## src/rtl/hpb_cfg_router.sv

```systemverilog
// Host-config buffer and channel router.
// In-order FIFO of host config words; the head word is steered to the
// consumer named by its top CH_W bits. Words naming a channel that does
// not exist are discarded and counted, so they never stall the path.
module hpb_cfg_router #(
    parameter int DATA_W = 64,
    parameter int DEPTH  = 8,
    parameter int NUM_CH = 4
) (
    input  logic                    clk,
    input  logic                    reset,
    input  logic                    flush,
    input  logic                    in_config_valid,
    input  logic [DATA_W-1:0]       in_config_data,
    output logic                    in_config_accept,
    output logic [NUM_CH-1:0]       out_config_valid,
    output logic [DATA_W-1:0]       out_config_data,
    input  logic [NUM_CH-1:0]       out_config_accept,
    output logic [$clog2(DEPTH):0]  fill_level,
    output logic [15:0]             drop_count
);

    localparam int CH_W = (NUM_CH > 1) ? $clog2(NUM_CH) : 1;
    localparam int AW   = $clog2(DEPTH);

    localparam logic [AW:0]   FULL_COUNT = (AW + 1)'(DEPTH);
    localparam logic [CH_W:0] CH_LIMIT   = (CH_W + 1)'(NUM_CH);

    logic [DATA_W-1:0] mem [DEPTH];
    logic [AW-1:0]     wr_ptr;
    logic [AW-1:0]     rd_ptr;
    logic [AW:0]       count;
    logic              drop_pulse;

    logic [DATA_W-1:0] head;
    logic [CH_W-1:0]   chan;
    logic              non_empty;
    logic              chan_ok;
    logic              push;
    logic              pop;
    logic              drop;

    assign head      = mem[rd_ptr];
    assign chan      = head[DATA_W-1 -: CH_W];
    assign non_empty = (count != '0);
    assign chan_ok   = ({1'b0, chan} < CH_LIMIT);

    assign in_config_accept = !reset && !flush && (count != FULL_COUNT);
    assign push             = in_config_valid && in_config_accept;
    assign drop             = non_empty && !chan_ok;

    assign out_config_data  = head;
    assign fill_level       = count;

    // Steer the head word: one-hot valid for a real channel, pop on its accept
    // or unconditionally when the channel does not exist.
    always_comb begin
        out_config_valid = '0;
        pop              = 1'b0;
        if (non_empty) begin
            if (chan_ok) begin
                out_config_valid[chan] = 1'b1;
                pop                    = out_config_accept[chan];
            end else begin
                pop = 1'b1;
            end
        end
    end

    // Storage write; contents are deliberately left untouched by reset/flush.
    always_ff @(posedge clk) begin
        if (push) begin
            mem[wr_ptr] <= in_config_data;
        end
    end

    // Pointer and occupancy tracking with reset over flush priority.
    always_ff @(posedge clk) begin
        if (reset) begin
            wr_ptr <= '0;
            rd_ptr <= '0;
            count  <= '0;
        end else if (flush) begin
            wr_ptr <= '0;
            rd_ptr <= '0;
            count  <= '0;
        end else begin
            if (push) begin
                wr_ptr <= wr_ptr + 1'b1;
            end
            if (pop) begin
                rd_ptr <= rd_ptr + 1'b1;
            end
            case ({push, pop})
                2'b10:   count <= count + 1'b1;
                2'b01:   count <= count - 1'b1;
                default: count <= count;
            endcase
        end
    end

    // Drop counter: the pop edge registers a pulse, the counter follows one
    // edge later and saturates; flush leaves the count alone.
    always_ff @(posedge clk) begin
        if (reset) begin
            drop_pulse <= 1'b0;
            drop_count <= '0;
        end else begin
            drop_pulse <= drop && !flush;
            if (drop_pulse && (drop_count != '1)) begin
                drop_count <= drop_count + 1'b1;
            end
        end
    end

endmodule

```

## config.mk

```make
export PLATFORM = sky130hd
export DESIGN_NAME = hpb_cfg_router
export DESIGN_NICKNAME = d
export VERILOG_FILES = /design/src/rtl/hpb_cfg_router.sv
export SDC_FILE = /design/constraint.sdc
export NUM_CORES = 1
export LEC_CHECK = 0
export CAP_MARGIN = 40
export CORE_ASPECT_RATIO = 0.9
export CORE_MARGIN = 2
export CORE_UTILIZATION = 28
export CTS_CLUSTER_DIAMETER = 60
export CTS_CLUSTER_SIZE = 14
export DETAILED_ROUTE_END_ITERATION = 8
export DONT_BUFFER_PORTS = 1
export GPL_TIMING_DRIVEN = 0
export HOLD_SLACK_MARGIN = 0.05
export SLEW_MARGIN = 40
export SYNTH_ARGS = -nofsm -noshare
export SYNTH_HDL_FRONTEND = slang
export SYNTH_SLANG_ARGS = --single-unit
```

## constraint.sdc

```tcl
create_clock -name clk -period 14.6 [get_ports clk]
set_clock_uncertainty 0.05 [all_clocks]
set_input_delay 1.46 -clock clk [delete_from_list [all_inputs] [get_ports clk]]
set_output_delay 1.46 -clock clk [all_outputs]
set_load 0.02 [all_outputs]
```

==> results.py <==
metrics = {
    "place": {
        "hpwl_microns": 30000,
        "dpl_cell_area_sq_um": 22000,
        "gp_congestion": 0.684,
        "place.port_buffers": 0,
        "dp_slack_ns": 9.66,
        "dp_cells": 1887,
    },
    "route": {
        "totalWireLength_microns": 43100,
        "final_antenna_net_count": 0,
        "vias": 8803,
        "drcViolationCount": 0,
        "drt_pass1_iterations": 4,
        "wl_per_cell_microns": 22.0,
        "first_iter_violations": 629,
        "vias_per_cell": 4.49,
    },
    "final_layout": {
        "drive_gt1_share_pct": 38.4,
        "nFillCells": 6560,
        "syn_to_final_growth_pct": 17.6,
        "finalNetCount": 1074,
        "final_cells": 1961,
        "design_area_sq_um": 23500,
    },
    "logic_synthesis": {
        "netlist_area_sq_um": 20000,
        "syn_area_per_cell_sq_um": 23.7,
        "synth_area_leaders": "edfxtp_1, mux4_2, mux2_2",
        "synth_top_area_share_pct": 77.0,
        "async_reset_ff_share_pct": 0,
        "synthFlopType": "edfxtp_1",
        "syn_inst": 842,
        "yosysSeqAreaShare_pct": 78.3,
        "ys_ff_latch": 525,
        "ys_types": 36,
        "yosys_warnings": 0,
        "synth_edf_count": 512,
        "yosysTopAreaCell": "edfxtp_1",
    },
    "floorplan": {
        "num_io_pins": 161,
        "start_util_pct": 28.4,
        "dieHeight_microns": 257,
        "coreArea_sq_um": 70300,
        "die-width_microns": 285,
        "num_rows": 92,
        "die_area_sq_um": 73500,
    },
    "timing": {
        "tightest_slew_ns": 0.817,
        "post-route-min-period_ns": 4.73,
        "fin_ws_ns": 9.87,
        "slew_headroom_pct": 45.5,
        "finalSetupViolCount": 0,
        "grt_setup_unrepaired": "no",
        "setup_tns_ns": 0,
        "fin_crit_sh_pct": 32.4,
        "fmax_mhz": 211,
        "finalHoldViolCount": 0,
        "final_max_slew_viol_count": 0,
        "whs_ns": 0.459,
    },
    "global_route": {
        "met2_usage_pct": 19.1,
        "antenna_found_initial": 1,
        "grt_pass1_vias": 9448,
        "gr-total-overflow": 0,
        "grt_usage_pct": 11.8,
        "gr-usage-met3_pct": 2.91,
        "grt_max_degree": 16,
        "busiest_layer": "met2",
        "grt_pass1_wl_microns": 63900,
        "met1_usage_pct": 15.7,
    },
    "clock_network": {
        "path_clk_slew_ns": 0.06,
        "cts_made_buffers": 48,
        "tritoncts": "yes",
        "cts_resized": 0,
        "cts_buffer_depth": 3,
        "h-tree-depth": 2,
        "clock_latency_ns": 0.58,
        "ctsHoldBuffers": 0,
        "root_buffer": "clkbuf_16",
        "post-cts-setup-buffers": 0,
        "cts_sinks": 525,
    },
    "worst_setup_path": {
        "worst-r2r-setup-slack_ns": 10.82,
        "cp-end-kind": "output port",
        "reg2reg_depth": 12,
        "path_max_fanout": 12,
        "startpoint_type": "flop",
        "critical_path_class": "reg2out",
        "cp.arrival_ns": 3.22,
        "cp.required_ns": 13.09,
    },
    "hold_path": {
        "hold_path_class": "reg2reg",
        "min_path_cells": 2,
    },
    "power_and_ir_drop": {
        "p_per_area_nw_per_um2": 123,
        "p_leak_nw": 7.26,
        "irDropWorstVdd_mv": 0.0802,
    },
    "run_status": {
        "status": "complete, no violations",
    },
    "run": {
        "cap_violations": 0,
    },
}
[worst max-delay path, stage by stage (launching register included)]
cell and delay [ns]:
dfxtp_1 0.32, clkbuf_2 0.44, clkbuf_2 0.44, clkbuf_1 0.66, mux4_2 0.41, mux2_2 0.36
[flip-flops by register name (all words and copies together), names as in the netlist, named ones only]
name / flops
mem: 512
rd_ptr: 3
fill_level: 4
wr_ptr: 3
[report_power, final]
part	leakage, nW	internal (mW)	switching, mW	total, mW
registers	4.72	1.66	0.00186	1.66
clock network	0.683	0.643	0.528	1.17
logic	1.86	0.0190	0.0282	0.0472
total	7.26	2.32	0.558	2.88
[synth_stat cells, types with 5 or more instances]
| cell | number |
|---|---|
| nand3_1 | 5 |
| mux4_2 | 128 |
| buf_2 | 5 |
| nand2_1 | 8 |
| nor3_1 | 5 |
| buf_4 | 16 |
| ha_1 | 5 |
| mux2_2 | 66 |
| xor2_1 | 5 |
| edfxtp_1 | 512 |
| clkbuf_1 | 20 |
| a21oi_1 | 5 |
| dfxtp_1 | 13 |
| nor2_1 | 12 |
| buf_1 | 10 |
[cell type report]
class	count	area, sq um	area share (%)
inverters	1	3.75	0.0160
clock buffers	61	1290	5.50
well taps	940	1180	5.01
repair buffers	90	785	3.34
plain buffers	52	287	1.22
multi-input cells	279	4160	17.7
flip-flops and latches	525	15600	66.6
clock inverters	11	136	0.581
diodes	2	5.00	0.0213
[layer usage]
| layer | part of all wire (%) | vias to the layer above | wire [microns] |
|---|---|---|---|
| met4 | 2.2 | 0 | 948 |
| li1 | - | 3833 | - |
| met5 | 0 | - | 0 |
| met2 | 48 | 187 | 20900 |
| met1 | 43 | 4719 | 18700 |
| met3 | 5.9 | 64 | 2520 |
[logic make-up (layout without fill, tap and decap cells)]
group | after synthesis | after routing | synth area share (%)
compound gates | 15 | 15 | 0.432
xor+xnor | 5 | 5 | 0.219
fa+ha+maj | 5 | 5 | 0.313
buf+inv | 53 | 215 | 1.37
flops | 525 | 525 | 78.3
mux | 196 | 196 | 18.3
other cells | 1 | 18 | 0.0188
simple gates | 42 | 42 | 1.05
[cell usage in the layout (no fill, tap or decap), types with 2 or more instances in the layout]
| cell | n |
|---|---|
| buf_16 | 7 |
| nor2_1 | 9 |
| nand3_1 | 5 |
| edfxtp_1 | 512 |
| nand2b_1 | 2 |
| nand2_1 | 8 |
| nor3_2 | 4 |
| clkbuf_16 | 50 |
| buf_8 | 9 |
| ha_1 | 5 |
| buf_4 | 48 |
| clkbuf_2 | 5 |
| buf_2 | 55 |
| buf_6 | 2 |
| dfxtp_1 | 13 |
| conb_1 | 16 |
| mux2_2 | 66 |
| clkbuf_1 | 27 |
| clkinv_8 | 3 |
| o21ai_0 | 2 |
| a21oi_1 | 5 |
| inv_6 | 4 |
| diode_2 | 2 |
| o21ai_1 | 4 |
| clkinvlp_4 | 3 |
| or3_1 | 2 |
| xor2_1 | 5 |
| nor2_4 | 3 |
| mux4_2 | 128 |
[final timing paths]
path,start,to
hold / removal,rd_ptr[1]$_SDFFE_PP0P_,rd_ptr[1]$_SDFFE_PP0P_
hold reg to reg,rd_ptr[1]$_SDFFE_PP0P_,rd_ptr[1]$_SDFFE_PP0P_
setup / recovery,flop,out_config_data[12]
setup reg to reg,flop,fill_level[2]$_SDFFE_PP0P_
[metrics by stage]
stage | power (mW) | utilization [%]
global placement | 1.74 | 30.1
floorplan | 1.73 | -
global route | 2.98 | 33.4
finish | 2.88 | 33.4
CTS | 2.93 | 33.4
detailed placement | 1.74 | 31.3
Note: power is estimated with default switching activity, not from simulation.
